--- src/rtl/cpu_phase_sequencer_if.sv ---
// Handshake and control bundle between the phase sequencer and its surroundings:
// run control in, decode hints and memory ready in, phase enables and status out.
interface cpu_phase_sequencer_if #(
   parameter int CNT_W = 16
);
   logic             start;
   logic             abort;
   logic             step_mode;
   logic             step_req;
   logic [31:0]      entry_point;
   logic [CNT_W-1:0] max_ins;
   logic             is_lw;
   logic             is_stype;
   logic             mem_ready;

   logic             int_o;
   logic [31:0]      entry_o;
   logic             pc_we;
   logic             ir_we;
   logic             dm_en;
   logic             rf_we_en;
   logic             busy;
   logic             done;
   logic             err;
   logic [CNT_W-1:0] ins_count;
   logic [2:0]       state_o;

   modport master (
      output start, abort, step_mode, step_req, entry_point, max_ins,
             is_lw, is_stype, mem_ready,
      input  int_o, entry_o, pc_we, ir_we, dm_en, rf_we_en, busy, done,
             err, ins_count, state_o
   );

   modport slave (
      input  start, abort, step_mode, step_req, entry_point, max_ins,
             is_lw, is_stype, mem_ready,
      output int_o, entry_o, pc_we, ir_we, dm_en, rf_we_en, busy, done,
             err, ins_count, state_o
   );
endinterface

--- src/rtl/cpu_phase_sequencer.sv ---
// Multi-cycle phase controller for the single-cycle datapath: boots the PC,
// then walks each instruction through FETCH/EXEC/(MEM)/WB, gating PC,
// register-file and data-memory activity, with step, budget and abort control.
module cpu_phase_sequencer #(
   parameter int CNT_W       = 16,
   parameter int MEM_TIMEOUT = 15,
   parameter int TO_W        = 4
) (
   input  logic                 clk,
   input  logic                 rst_n,
   cpu_phase_sequencer_if.slave bus
);

   typedef enum logic [2:0] {
      IDLE  = 3'd0,
      BOOT  = 3'd1,
      FETCH = 3'd2,
      EXEC  = 3'd3,
      MEM   = 3'd4,
      WB    = 3'd5,
      PAUSE = 3'd6,
      HALT  = 3'd7
   } state_t;

   state_t           state;
   state_t           nxt;
   logic             take_start;
   logic             retire;
   logic             timeout;
   logic             running;

   logic [CNT_W-1:0] max_q;
   logic [CNT_W-1:0] cnt_q;
   logic [TO_W-1:0]  to_q;
   logic [31:0]      entry_q;
   logic             err_q;
   logic             int_q, pc_we_q, ir_we_q, dm_q, rf_q, busy_q, done_q;

   assign running = (state != IDLE) && (state != HALT);

   // Next phase plus the retire/timeout side effects; abort overrides everything while running.
   always_comb begin
      nxt        = state;
      take_start = 1'b0;
      retire     = 1'b0;
      timeout    = 1'b0;
      case (state)
         IDLE, HALT: begin
            if (bus.start) begin
               nxt        = BOOT;
               take_start = 1'b1;
            end
         end
         BOOT:  nxt = FETCH;
         FETCH: nxt = EXEC;
         EXEC:  nxt = (bus.is_lw || bus.is_stype) ? MEM : WB;
         MEM: begin
            if (bus.mem_ready) begin
               nxt = WB;
            end else if (to_q == TO_W'(MEM_TIMEOUT - 1)) begin
               nxt     = HALT;
               timeout = 1'b1;
            end
         end
         WB: begin
            retire = 1'b1;
            if ((max_q != '0) && (CNT_W'(cnt_q + 1'b1) == max_q)) begin
               nxt = HALT;
            end else if (bus.step_mode) begin
               nxt = PAUSE;
            end else begin
               nxt = FETCH;
            end
         end
         PAUSE: begin
            if (bus.step_req) begin
               nxt = FETCH;
            end
         end
         default: nxt = IDLE;
      endcase
      // An aborted instruction is neither retired nor flagged as a timeout.
      if (running && bus.abort) begin
         nxt     = HALT;
         retire  = 1'b0;
         timeout = 1'b0;
      end
   end

   // State, registered phase enables (decoded from the upcoming state) and run bookkeeping.
   always_ff @(posedge clk or negedge rst_n) begin
      if (!rst_n) begin
         state   <= IDLE;
         int_q   <= 1'b0;
         pc_we_q <= 1'b0;
         ir_we_q <= 1'b0;
         dm_q    <= 1'b0;
         rf_q    <= 1'b0;
         busy_q  <= 1'b0;
         done_q  <= 1'b0;
         err_q   <= 1'b0;
         entry_q <= '0;
         max_q   <= '0;
         cnt_q   <= '0;
         to_q    <= '0;
      end else begin
         state   <= nxt;
         int_q   <= (nxt == BOOT);
         pc_we_q <= (nxt == BOOT) || (nxt == WB);
         ir_we_q <= (nxt == FETCH);
         dm_q    <= (nxt == MEM);
         rf_q    <= (nxt == WB);
         busy_q  <= (nxt != IDLE) && (nxt != PAUSE) && (nxt != HALT);
         done_q  <= (nxt == HALT);

         if (take_start) begin
            entry_q <= bus.entry_point;
            max_q   <= bus.max_ins;
            cnt_q   <= '0;
            err_q   <= 1'b0;
         end else begin
            if (retire) begin
               cnt_q <= cnt_q + 1'b1;
            end
            if (timeout) begin
               err_q <= 1'b1;
            end
         end

         // The wait counter restarts for every instruction and only advances while memory stalls.
         if (state == EXEC) begin
            to_q <= '0;
         end else if ((state == MEM) && !bus.mem_ready) begin
            to_q <= to_q + 1'b1;
         end
      end
   end

   assign bus.state_o   = state;
   assign bus.int_o     = int_q;
   assign bus.entry_o   = entry_q;
   assign bus.pc_we     = pc_we_q;
   assign bus.ir_we     = ir_we_q;
   assign bus.dm_en     = dm_q;
   assign bus.rf_we_en  = rf_q;
   assign bus.busy      = busy_q;
   assign bus.done      = done_q;
   assign bus.err       = err_q;
   assign bus.ins_count = cnt_q;

endmodule

--- src/flat_wrapper.sv ---
// flat-port wrapper written by rule: the top's interface ports become plain ports
module cpu_phase_sequencer_flat 
#(
   parameter int CNT_W       = 16,
   parameter int MEM_TIMEOUT = 15,
   parameter int TO_W        = 4
)
  (clk, rst_n, bus_start, bus_abort, bus_step_mode, bus_step_req, bus_entry_point, bus_max_ins, bus_is_lw, bus_is_stype, bus_mem_ready, bus_int_o, bus_entry_o, bus_pc_we, bus_ir_we, bus_dm_en, bus_rf_we_en, bus_busy, bus_done, bus_err, bus_ins_count, bus_state_o);
  cpu_phase_sequencer_if #(.CNT_W(CNT_W)) bus_i ();
  input  logic clk;
  input  logic rst_n;
  input wire logic [$bits(bus_i.start)-1:0] bus_start;
  input wire logic [$bits(bus_i.abort)-1:0] bus_abort;
  input wire logic [$bits(bus_i.step_mode)-1:0] bus_step_mode;
  input wire logic [$bits(bus_i.step_req)-1:0] bus_step_req;
  input wire logic [$bits(bus_i.entry_point)-1:0] bus_entry_point;
  input wire logic [$bits(bus_i.max_ins)-1:0] bus_max_ins;
  input wire logic [$bits(bus_i.is_lw)-1:0] bus_is_lw;
  input wire logic [$bits(bus_i.is_stype)-1:0] bus_is_stype;
  input wire logic [$bits(bus_i.mem_ready)-1:0] bus_mem_ready;
  output wire logic [$bits(bus_i.int_o)-1:0] bus_int_o;
  output wire logic [$bits(bus_i.entry_o)-1:0] bus_entry_o;
  output wire logic [$bits(bus_i.pc_we)-1:0] bus_pc_we;
  output wire logic [$bits(bus_i.ir_we)-1:0] bus_ir_we;
  output wire logic [$bits(bus_i.dm_en)-1:0] bus_dm_en;
  output wire logic [$bits(bus_i.rf_we_en)-1:0] bus_rf_we_en;
  output wire logic [$bits(bus_i.busy)-1:0] bus_busy;
  output wire logic [$bits(bus_i.done)-1:0] bus_done;
  output wire logic [$bits(bus_i.err)-1:0] bus_err;
  output wire logic [$bits(bus_i.ins_count)-1:0] bus_ins_count;
  output wire logic [$bits(bus_i.state_o)-1:0] bus_state_o;
  assign bus_i.start = bus_start;
  assign bus_i.abort = bus_abort;
  assign bus_i.step_mode = bus_step_mode;
  assign bus_i.step_req = bus_step_req;
  assign bus_i.entry_point = bus_entry_point;
  assign bus_i.max_ins = bus_max_ins;
  assign bus_i.is_lw = bus_is_lw;
  assign bus_i.is_stype = bus_is_stype;
  assign bus_i.mem_ready = bus_mem_ready;
  assign bus_int_o = bus_i.int_o;
  assign bus_entry_o = bus_i.entry_o;
  assign bus_pc_we = bus_i.pc_we;
  assign bus_ir_we = bus_i.ir_we;
  assign bus_dm_en = bus_i.dm_en;
  assign bus_rf_we_en = bus_i.rf_we_en;
  assign bus_busy = bus_i.busy;
  assign bus_done = bus_i.done;
  assign bus_err = bus_i.err;
  assign bus_ins_count = bus_i.ins_count;
  assign bus_state_o = bus_i.state_o;
  cpu_phase_sequencer #(.CNT_W(CNT_W), .MEM_TIMEOUT(MEM_TIMEOUT), .TO_W(TO_W)) u_core (.clk(clk), .rst_n(rst_n), .bus(bus_i));
endmodule
--- config.mk ---
export PLATFORM = sky130hd
export DESIGN_NAME = cpu_phase_sequencer_flat
export DESIGN_NICKNAME = d
export VERILOG_FILES = /design/src/rtl/cpu_phase_sequencer_if.sv /design/src/rtl/cpu_phase_sequencer.sv /design/src/flat_wrapper.sv
export SDC_FILE = /design/constraint.sdc
export NUM_CORES = 1
export LEC_CHECK = 0
export ABC_AREA = 0
export ABC_CLOCK_PERIOD_IN_PS = 5550
export CELL_PAD_IN_SITES_DETAIL_PLACEMENT = 0
export CELL_PAD_IN_SITES_GLOBAL_PLACEMENT = 1
export CORE_MARGIN = 2
export CORE_UTILIZATION = 39
export CTS_CLUSTER_SIZE = 30
export DETAILED_ROUTE_END_ITERATION = 12
export GPL_TIMING_DRIVEN = 0
export PLACE_DENSITY = 0.84
export SYNTH_ARGS = -nofsm -noshare
export SYNTH_HDL_FRONTEND = slang
export SYNTH_SLANG_ARGS = --single-unit
--- constraint.sdc ---
create_clock -name clk -period 5.55 [get_ports clk]
set_input_delay 0.555 -clock clk [delete_from_list [all_inputs] [get_ports clk]]
set_output_delay 0.555 -clock clk [all_outputs]
set_load 0.01 [all_outputs]
==> results.yml <==
status:
  status: "finished clean"
clocking:
  numCtsBuffers: 9
  post_cts_buffers: 0
  postCtsHoldBufs: 0
  clock_path_buffers: 2
  cts_max_level: 3
  cts.sinks: 79
  clk_latency_ps: 350
  cts-resized-gates: 0
  cts-root-buf: "clkbuf_8"
  cts_tree: "yes"
  path_clk_slew_ps: 90
critical_path:
  cp_data_required_time_ps: 5770
  crit_type: "register to register"
  cp_slowest_cell: "a2111oi_0"
  path_cells: "ha_1 -> xor2_1 -> a2111oi_2 -> nand3_1 -> a2111oi_0 -> nand4b_1 -> o2111a_1"
  crit_family: "compound AO/OA/AOI/OAI gates"
  crit_path_start_kind: "register"
  cp_max_fo: 6
  endpoint_kind: "register"
  critPathBufInv: 0
  critPathMaxStageDelay_ps: 520
  arrival_ps: 2870
logic_synthesis:
  syn-cell-area_mm2: 0.00391
  synth-edff-count: 0
  synth.ff_latch_count: 79
  synth-seq-area-share_pct: 50.6
  syn_area_per_cell_um2: 11.4
  ys_warn_count: 0
  synthFlopType: "dfrtp_1"
  synthCells: 344
  yosysUniqueCellTypes: 57
  syn_nets: 404
  async_flop_share_pct: 100
grt:
  grt_pass1_vias: 3175
  grt_pass1_wl_um: 15400
  antenna_found_initial: 0
  grt_max_degree: 59
  grt.overflow.total: 0
  grtUsageTotal_pct: 17.7
sta:
  finalSetupTns_ps: 0
  period_share_pct: 47.7
  slew_headroom_pct: 61.0
  setup_slack_ps: 2900
  setup_viol: 0
  skew_ps: 13.7
  hold_violations: 0
  slew_viol_final: 0
  rsz0062_at_grt: "false"
  period_minus_slack_ps: 2650
  max_freq_ghz: 0.377
  whs_ps: 86.8
  tightestPinTransition_ps: 586
cells_and_area:
  area_growth_syn_to_layout_pct: 39.7
  layout-drive-gt1-share_pct: 19.2
  final_cell_mix: "114 x clkdlybuf4s50_1, 79 x dfrtp_1, 47 x mux2_2"
  layout_commonest_cell: "clkdlybuf4s50_1"
  fin_util_pct: 56.1
  nNetsFinal: 531
  antennaDiodeCount: 0
routing:
  dr.first_iter.drc_count: 144
  drc_errors: 0
  dr.pass1.iters: 4
  vias_per_cell: 5.06
  ant_nets: 0
  wl_um: 9130
  num_vias: 3074
  wl_per_cell_um: 15.0
run:
  max_cap_violations: 0
placement:
  dp_worst_setup_slack_ps: 2950
  routabilityCongestion: 0.800
  dp_hpwl_um: 6910
  port_buffers: 115
floorplan:
  fp.coreArea_mm2: 0.00973
  row_count: 36
  die_width_um: 104
  die_area_mm2: 0.0108
  top_level_ports: 116
  start_util_pct: 40.2
  die_h_um: 104
worst_hold_path:
  hp-class: "input pin to async pin"
pwr:
  vdd_drop_max_uv: 240
  power.leakage_uw: 0.00223
  power-per-cell-area_mw_per_mm2: 458
==> where the power goes <==
group	switching (µW)	total (µW)	leakage [µW]	internal (µW)
Combinational	446	1080	0.00114	635
Sequential	165	957	0.000982	793
Clock	211	461	0.000105	250
Total	821	2500	0.00223	1680
==> metal layers <==
metal  wire length, µm  vias to the layer above  track usage [%]
met3               687                        7             5.39
met4                74                        0             5.50
met1              4010                     1488             22.3
met2              4360                       97             29.0
met5                 0                        -                0
li1                  -                     1482                -
==> through the flow <==
| step | area, µm² | total power (µW) | cells |
|---|---|---|---|
| after global routing | 5460 | 2660 | 608 |
| after detailed placement | 5250 | 2060 | 593 |
| after floorplan | 3910 | 1550 | 344 |
| after CTS | 5460 | 2530 | 608 |
| final | 5460 | 2500 | 608 |
| after global placement | 5230 | 2020 | 592 |
==> Yosys cell counts (3+ instances only) <==
master | instances | share of area [%]
inv_1 | 7 | 0.67
nand3_1 | 12 | 1.5
nor4_1 | 4 | 0.64
nand4_1 | 5 | 0.80
nor2_1 | 23 | 2.2
nor2b_1 | 3 | 0.48
and3_1 | 4 | 0.64
buf_2 | 7 | 0.90
or2_2 | 4 | 0.64
or3_1 | 6 | 0.96
mux2_2 | 47 | 14
dfrtp_1 | 79 | 51
nand4b_1 | 3 | 0.67
buf_6 | 3 | 0.86
nand2b_1 | 4 | 0.64
nand2_1 | 18 | 1.7
a21oi_1 | 12 | 1.5
o21ai_0 | 18 | 2.3
a31oi_1 | 6 | 0.96
and3_2 | 3 | 0.58
clkbuf_1 | 4 | 0.38
ha_1 | 3 | 0.96
xor2_1 | 16 | 3.6
xnor2_1 | 15 | 3.4
==> state kept, by name, indices dropped and copies added (netlist names) <==
name,flops
u_core.bus.ins_count,16
u_core.bus.entry_o,32
u_core.bus.rf_we_en,1
u_core.bus.busy,1
u_core.to_q,4
u_core.bus.pc_we,1
u_core.max_q,16
u_core.bus.err,1
u_core.bus.int_o,1
u_core.bus.state_o,3
u_core.bus.done,1
u_core.bus.dm_en,1
u_core.bus.ir_we,1
==> cells by family after synthesis <==
| family | Yosys count | synth area share, % |
|---|---|---|
| buffers and inverters | 25 | 3.39 |
| DFF | 79 | 50.6 |
| muxes | 48 | 13.8 |
| xor gates and xnor gates | 31 | 6.95 |
| adders and majority gates | 3 | 0.960 |
| and+or+nand+nor | 103 | 15.0 |
| AOI/OAI and AO/OA | 55 | 9.35 |
==> worst paths after layout <==
check	from	endpoint	cells after the start	slack [ps]
max in group asynchronous	rst_n	u_core.max_q[0]	2	4870
hold reg to reg	u_core.bus.entry_o[24]	u_core.bus.entry_o[24]	1	510
setup reg to reg	u_core.bus.ins_count[0]	u_core.bus.ir_we	7	2900
hold / removal	rst_n	u_core.bus.ins_count[12]	1	90
min in group clk	u_core.bus.entry_o[24]	u_core.bus.entry_o[24]	1	510
setup / recovery	u_core.bus.ins_count[0]	u_core.bus.ir_we	7	2900
==> layout make-up <==
type | instances | area [µm²]
Multi-Input combinational cell | 240 | 1800
Timing Repair Buffer | 116 | 1180
Fill cell | 878 | 4270
Buffer | 18 | 106
Inverter | 7 | 26.3
Clock buffer | 9 | 124
Tap cell | 133 | 166
Sequential cell | 79 | 1980
Clock inverter | 6 | 86.3
==> worst reg2reg max path: stages (launching register included) <==
cell,delay (ps)
dfrtp_1,480
ha_1,370
xor2_1,160
a2111oi_2,270
nand3_1,100
a2111oi_0,520
nand4b_1,370
o2111a_1,250
No activity file was read; power rests on OpenSTA's default activity.
